`config.mk`:
```
export PLATFORM = sky130hd
export DESIGN_NAME = ntt_addr_seq
export DESIGN_NICKNAME = d
export VERILOG_FILES = /design/src/rtl/ntt_addr_seq.sv
export SDC_FILE = /design/constraint.sdc
export NUM_CORES = 1
export LEC_CHECK = 0
export BUFFER_PORTS_ARGS = -buffer_cell sky130_fd_sc_hd__buf_2
export CAP_MARGIN = 20
export CORE_MARGIN = 2
export CORE_UTILIZATION = 54
export DETAILED_ROUTE_END_ITERATION = 8
export GPL_TIMING_DRIVEN = 0
export PLACE_DENSITY = 0.79
export SLEW_MARGIN = 40
export SYNTH_ARGS = -nofsm -noshare
export SYNTH_HDL_FRONTEND = slang
export SYNTH_SLANG_ARGS = --single-unit
```
`constraint.sdc`:
```
create_clock -name clk -period 4.84 [get_ports clk]
set_input_delay 0.484 -clock clk [delete_from_list [all_inputs] [get_ports clk]]
set_output_delay 0.484 -clock clk [all_outputs]
set_load 0.02 [all_outputs]
```
`src/rtl/ntt_addr_seq.sv`:
```
// Butterfly address / twiddle-index sequencer for N-point NTT (Cooley-Tukey)
// and INTT (Gentleman-Sande) with backpressure, inter-stage bubbles and abort.
module ntt_addr_seq #(
  parameter int unsigned LOG_N       = 8,
  parameter int unsigned MIN_LEN_LOG = 1,
  parameter int unsigned STAGE_GAP   = 0
) (
  input  logic                                         clk,
  input  logic                                         rst_n,
  input  logic                                         i_start,
  input  logic                                         i_sel,
  input  logic                                         i_abort,
  input  logic                                         i_ready,
  output logic                                         o_valid,
  output logic [LOG_N-1:0]                             o_addr_up,
  output logic [LOG_N-1:0]                             o_addr_dn,
  output logic [LOG_N-MIN_LEN_LOG-1:0]                 o_zeta_idx,
  output logic                                         o_sel,
  output logic [$clog2(LOG_N-MIN_LEN_LOG+1)-1:0]       o_stage,
  output logic                                         o_stage_last,
  output logic                                         o_done,
  output logic                                         o_busy
);

  localparam int unsigned NSTAGES = LOG_N - MIN_LEN_LOG;
  localparam int unsigned AW      = LOG_N;
  localparam int unsigned ZW      = NSTAGES;
  localparam int unsigned SW      = $clog2(NSTAGES + 1);
  localparam int unsigned BW      = LOG_N - 1;

  typedef enum logic [1:0] {S_IDLE, S_RUN, S_GAP} state_t;

  state_t          state;
  logic            start_q;
  logic            armed;
  logic [BW-1:0]   beat;
  logic [3:0]      gap_cnt;

  logic            start_edge;
  logic            xfer;
  logic            load;
  logic            ld_sel;
  logic [SW-1:0]   ld_stage;
  logic [BW-1:0]   ld_beat;
  int unsigned     span;
  logic [AW-1:0]   blk;
  logic [AW-1:0]   nx_up;
  logic [AW-1:0]   nx_dn;
  logic [ZW-1:0]   nx_zeta;
  logic            nx_last;
  logic            nx_done;

  // armed blocks a level already high out of reset from counting as an edge
  assign start_edge = i_start & ~start_q & armed;
  assign xfer       = o_valid & i_ready;

  // Which beat gets presented next, if a load happens this cycle
  always_comb begin
    ld_sel   = o_sel;
    ld_stage = '0;
    ld_beat  = '0;
    if (state == S_IDLE) begin
      ld_sel = i_sel;
    end else if (state == S_RUN && !o_stage_last) begin
      ld_stage = o_stage;
      ld_beat  = beat + BW'(1);
    end else begin
      ld_stage = o_stage + SW'(1);
    end
  end

  // Beat index -> (up, dn, zeta): span is log2 of the butterfly half-length
  always_comb begin
    span    = ld_sel ? (MIN_LEN_LOG + 32'(ld_stage)) : (LOG_N - 1 - 32'(ld_stage));
    blk     = AW'(ld_beat) >> span;
    nx_up   = (blk << (span + 1)) | (AW'(ld_beat) & ((AW'(1) << span) - AW'(1)));
    nx_dn   = nx_up | (AW'(1) << span);
    nx_zeta = ld_sel ? ((ZW'(1) << (NSTAGES - 32'(ld_stage))) - ZW'(1) - ZW'(blk))
                     : ((ZW'(1) << ld_stage) + ZW'(blk));
    nx_last = &ld_beat;
    nx_done = nx_last && (ld_stage == SW'(NSTAGES - 1));
  end

  always_comb begin
    load = 1'b0;
    if (!i_abort) begin
      unique case (state)
        S_IDLE:  load = start_edge;
        S_RUN:   load = xfer && !o_done && !(o_stage_last && (STAGE_GAP != 0));
        S_GAP:   load = (gap_cnt == '0);
        default: load = 1'b0;
      endcase
    end
  end

  always_ff @(posedge clk or negedge rst_n) begin
    if (!rst_n) begin
      state        <= S_IDLE;
      start_q      <= 1'b0;
      armed        <= 1'b0;
      beat         <= '0;
      gap_cnt      <= '0;
      o_valid      <= 1'b0;
      o_addr_up    <= '0;
      o_addr_dn    <= '0;
      o_zeta_idx   <= '0;
      o_sel        <= 1'b0;
      o_stage      <= '0;
      o_stage_last <= 1'b0;
      o_done       <= 1'b0;
      o_busy       <= 1'b0;
    end else begin
      start_q <= i_start;
      armed   <= 1'b1;
      if (i_abort) begin
        state        <= S_IDLE;
        o_valid      <= 1'b0;
        o_busy       <= 1'b0;
        o_done       <= 1'b0;
        o_stage_last <= 1'b0;
      end else begin
        case (state)
          S_IDLE: if (start_edge) state <= S_RUN;
          S_RUN: begin
            if (xfer && o_done) begin
              state        <= S_IDLE;
              o_valid      <= 1'b0;
              o_busy       <= 1'b0;
              o_done       <= 1'b0;
              o_stage_last <= 1'b0;
            end else if (xfer && o_stage_last && (STAGE_GAP != 0)) begin
              state        <= S_GAP;
              gap_cnt      <= 4'(STAGE_GAP - 1);
              o_valid      <= 1'b0;
              o_stage_last <= 1'b0;
            end
          end
          S_GAP: begin
            if (gap_cnt == '0) state <= S_RUN;
            else               gap_cnt <= gap_cnt - 4'd1;
          end
          default: state <= S_IDLE;
        endcase
        if (load) begin
          o_valid      <= 1'b1;
          o_busy       <= 1'b1;
          o_sel        <= ld_sel;
          o_stage      <= ld_stage;
          beat         <= ld_beat;
          o_addr_up    <= nx_up;
          o_addr_dn    <= nx_dn;
          o_zeta_idx   <= nx_zeta;
          o_stage_last <= nx_last;
          o_done       <= nx_done;
        end
      end
    end
  end

endmodule

```
Word level (Yosys, flattened, before mapping). Index checks and enable logic that the tools add are counted.

Register bits: 45. Output and inout bits: 31. Logic and storage cells: 80.

Shift-type cells: 5. Mux-type cells: 22. Add/subtract/negate cells: 10. Reductions and logical operators: 15. Eq/ne operators: 6. Bitwise logic cells: 9.

Operators with widths (count): $add 32x1->32 const B (1); $mux 32 (1); $shl 1x32->7 const A (1); $shl 1x32->8 const A (1); $shl 8x32->8 (1); $shr 7x32->8 (1); $mux 7 (3); $or 8x8->8 (2); $mux 1 (10); $and 7x8->8 (1); $mux 2 (4); $sub 8x1->8 const B (1); $add 7x1->7 const B (1); $add 7x7->7 (1); $reduce_and 7->1 (1); $shl 1x3->7 const A (1); $sub 7x1->7 const B (1); $sub 7x7->7 (1); $mux 3 (2); $ne 3x3->1 const B (2); $pmux 2 s3 (1); $reduce_and 3->1 (2); $reduce_bool 3->1 (2); $add 1x3->4 const A (1); other kinds (15) (24).

Longest topological paths before layout.
Depth in word-level cells: 11. Mapped depth: 22. Mapped depth without buffers: 21.

Worst setup path before layout. No wires, ideal clock.

Kind: register -> register. Start point: reg o_stage[0]. End point: reg o_zeta_idx[6]. Setup slack: 0.102 ns. Arrival: 4.591 ns. Stages on the path, launching flop included: 23. Period minus slack after synthesis: 4.738 ns. Cell sequence: dfrtp_1 buf_6 xor2_1 and2_1 buf_2 clkbuf_1 ha_1 ha_1 and2_4 a22o_2 nand2_2 a2bb2oi_2 inv_1 ha_1 fa_1 a21o_1 a21oi_1 o21bai_1 a21oi_1 xor2_1 nor2_1 a2111oi_2 a311oi_1.

Cells in the longest elaborated chain, start to end: 8.

RTL lines: start: declaration (RTL line 19) `output logic [$clog2(LOG_N-MIN_LEN_LOG+1)-1:0] o_stage,`; start signal: assignment (RTL line 148) `o_stage <= ld_stage;`; $add 3x1->3 (RTL line 68) `ld_stage = o_stage + SW'(1);`; $mux 3 (*) (RTL line 64) `end else if (state == S_RUN && !o_stage_last) begin`; $mux 3 (*) (RTL line 62) `if (state == S_IDLE) begin`; named net ld_stage[0] (RTL line 43) `logic [SW-1:0] ld_stage;`; $sub 3x3->4 / $add 1x3->4 (equally long branches) (RTL line 74, 78); $shl 1x32->7 / $mux 32 (equally long branches) (RTL line 78, 74); $sub 7x1->7 / $shr 7x32->8 (equally long branches) (RTL line 78, 75); $sub 7x7->7 / $add 7x7->7 (equally long branches) (RTL line 78, 79); $mux 7 (*) (RTL line 78) `nx_zeta = ld_sel ? ((ZW'(1) << (NSTAGES - 32'(ld_stage))) - ZW'(1) - ZW'(blk))`; end signal: assignment (RTL line 152) `o_zeta_idx <= nx_zeta;`; end: declaration (RTL line 17) `output logic [LOG_N-MIN_LEN_LOG-1:0] o_zeta_idx,`.

The timed path passes the listed nets; every way through them passes the cells marked *. A chain may end at the register's enable or synchronous reset.

Worst setup path after layout.
Start point: reg o_stage[1]. End point: reg o_zeta_idx[6].

Same word-level chain as after synthesis.

==> metrics <==
clk root buf clkbuf_8; status finished, final reports clean; final setup vio count 0; Hold-fix buffers, CTS 0; cell type with the largest total area after synthesis dfrtp_1; post-synth net total 440; maximum vdd drop about 0.22 mV; Clock Latency Late Sink ~0.31 ns; pre-CTS WS -0.5331 ns; synth top area cells dfrtp_1, ha_1, nand2_1; DR WL/cell 17.58 um; CTS tree done; DRT iter0 DRCs between 300 and 400; CP startpoint o_stage[1]; placed wire-length estimate between 7000 and 8000 um; critical-path cell list ha_1, mux2_4, nand2_2, inv_1, ha_4, ha_1, and2_4, a21oi_2, mux2i_1, o31ai_4, inv_1, ha_1, a21oi_2, nor2_1, o21ai_0, nor2b_1, maj3_2, xnor2_1, a2111oi_2, a311oi_1; Post-synth ARST share 100.0%; Initial DRT Pass Iterations 5; routed vias/inst 6.034; CTS H-tree lvls 2; Clk pwr share 31.1%; Die Height 84.76 um; Antenna diodes 0; synthesized area around 3500 um^2; combinational share of power about 28%; Slew headroom 54.42%; total core area 6314 um^2; clk sink count 40; delay-heaviest family, CP adder cells; cts bufs inserted 5; P_int approximately 0.67 mW; worst-path fanout max 8; largest net degree at the start of global routing 41; # IOs 37; DRC 0; Crit. End Element register; proportion of layout cells with a drive suffix above 1 22.66%; Site Rows 29; sequential area share after synthesis between 20% and 30%; global-route wire length before repair ~16000 um; Routability Congestion roughly 0.97; full die area 7184 um^2; worst path arrival time roughly 4.8 ns; total grt overflow 0; Setup TNS Final 0 ns; Final Hold Fails 0; Seq pwr share 40.8%; r2r startpoint o_stage[1]; nets 488; number of synthesized flops with an enable pin 0; critical path class register to register; PnR worst setup slack 0.1504 ns; clk_skew between 0.007 and 0.008 ns; DR vias roughly 3200; count of cell types in the netlist between 80 and 90; Final Slew Violations 0; Port Buffers 36; critical-path cell with the highest stage delay dfrtp_2; f_max between 200 and 250 MHz; Synth Warn # 0; Area growth, synth to finish 14.25%; Synth Instances 410; Initial Util 55.79%; Hold Path Class input pin to async pin; r2r setup slk between 0.15 and 0.2 ns; Period minus WS final between 4 and 5 ns; synthesized area per cell ~8.6 um^2; worst r2r dst o_zeta_idx[6]; max incr delay on CP roughly 0.45 ns; Net Sw Power roughly 0.34 mW; pwr/cell area 250.2 nW/um^2; number of max-cap violations 0; Top FF cell, synth dfrtp_1; Worst Max-Slew Pin Slew slightly below 0.7 ns; total track usage a little over a quarter; final worst path period share a little over nine tenths; Chip Width ~85 um; WL final roughly 9400 um; crit path launch type register; Switching Fraction roughly 34%; FF+latch count, synth 40; Max Buffers Root-to-Sink 2; most common library cells after synthesis nand2_1, nor2_1, dfrtp_1, ha_1, o21ai_0; most common cell in the synthesized netlist nand2_1; Crit path buffers/inverters 2; CP required about 5.0 ns; vias in the first global route 3172; Synth top area share 28.42%; LEAKAGE 1.837 nW; initial antenna violation count 0; Worst Reg-to-Reg Cells 20; Post-DRT Antenna Nets 0; clock-pin slew on the worst setup and hold paths about 0.090 ns; crit-path most repeated cell ha_1
-- sequential cells by signal, summed over array words and instances, names as in the netlist --
name,cells
o_done,1
start_q,1
state,1
o_zeta_idx,7
armed,1
o_sel,1
o_stage,3
o_addr_up,8
o_addr_dn,8
o_busy,1
o_stage_last,1
beat,7
-- power groups by stage --
| stage | combinational, mW | sequential, mW | clock (mW) |
|---|---|---|---|
| 3_3_place_gp | 0.273 | 0.416 | 0 |
| 5_1_grt | 0.307 | 0.418 | 0.325 |
| 6_report | 0.283 | 0.411 | 0.313 |
| 2_1_floorplan | 0.127 | 0.477 | 0 |
| 3_5_place_dp | 0.277 | 0.418 | 0 |
| 4_1_cts | 0.280 | 0.411 | 0.314 |
-- layer usage --
| metal | track usage (%) | vias up | share of wire [%] |
|---|---|---|---|
| li1 | - | 1564 | - |
| met1 | 35.88 | 1529 | 44 |
| met2 | 46.03 | 112 | 48 |
| met3 | 4.326 | 29 | 5.7 |
| met4 | 9.235 | 0 | 2.9 |
| met5 | 0 | - | 0 |
-- stage by stage --
step	total power [mW]	cell area (um^2)	utilization, %	hold slack, ns	std cells
4_1_cts	1.005	3959	62.70	0.1713	531
2_1_floorplan	0.6044	3522	-	0.1884	410
5_1_grt	1.050	4024	63.73	0.1864	536
3_3_place_gp	0.6885	3799	60.17	0.4604	523
3_5_place_dp	0.6949	3801	60.21	0.4718	523
6_report	1.007	4024	63.73	0.1464	536
-- cells by family after synthesis --
family,share of synthesized area (%)
multiplexers,4.440
buffers and inverters,5.684
AND/OR/NAND/NOR,21.71
flip-flops,28.42
adder cells (fa/ha/maj),9.272
XOR/XNOR,5.187
other,0.1065
AO/OA/AOI/OAI,25.19
-- layout make-up --
cell class / instances / area, um^2
fill: 546 / 2290
sequential: 40 / 1002
inverter: 18 / 70.07
multi-input combinational: 328 / 2371
tap: 77 / 96.34
buffer: 22 / 122.6
clock inverter: 1 / 30.03
clock buffer: 7 / 96.34
timing repair buffer: 43 / 235.2
-- layout by cell type, fill, tap and decap left out, drive strengths merged, types with 6 or more instances in the layout --
cell,instances
nor2,44
a21oi,20
and2,8
buf,54
a31oi,8
clkbuf,18
xor2,8
a21o,7
dfrtp,40
o21ai,23
ha,22
nand3,8
mux2i,8
xnor2,12
inv,18
a211oi,6
nand2,55
nor3,9
-- worst max path at each step --
stage | to | slack, ns | depth (start not counted)
floorplan | o_zeta_idx[6] | 0.10 | 22
global placement | o_zeta_idx[6] | -0.50 | 22
detailed placement | o_zeta_idx[6] | -0.53 | 22
CTS | o_zeta_idx[6] | 0.06 | 21
global route | o_zeta_idx[6] | -0.002 | 20
finish | o_zeta_idx[6] | 0.15 | 20
-- timing repair --
item                                    in CTS  in global routing
gates resized for setup                      4                  7
buffers inserted                             2                  5
endpoints found under the hold margin        0                  0
cloned                                       0                  0
endpoints found under the setup margin       2                  1
pin swaps                                    1                  3
No activity file was read; power rests on OpenSTA's default activity.
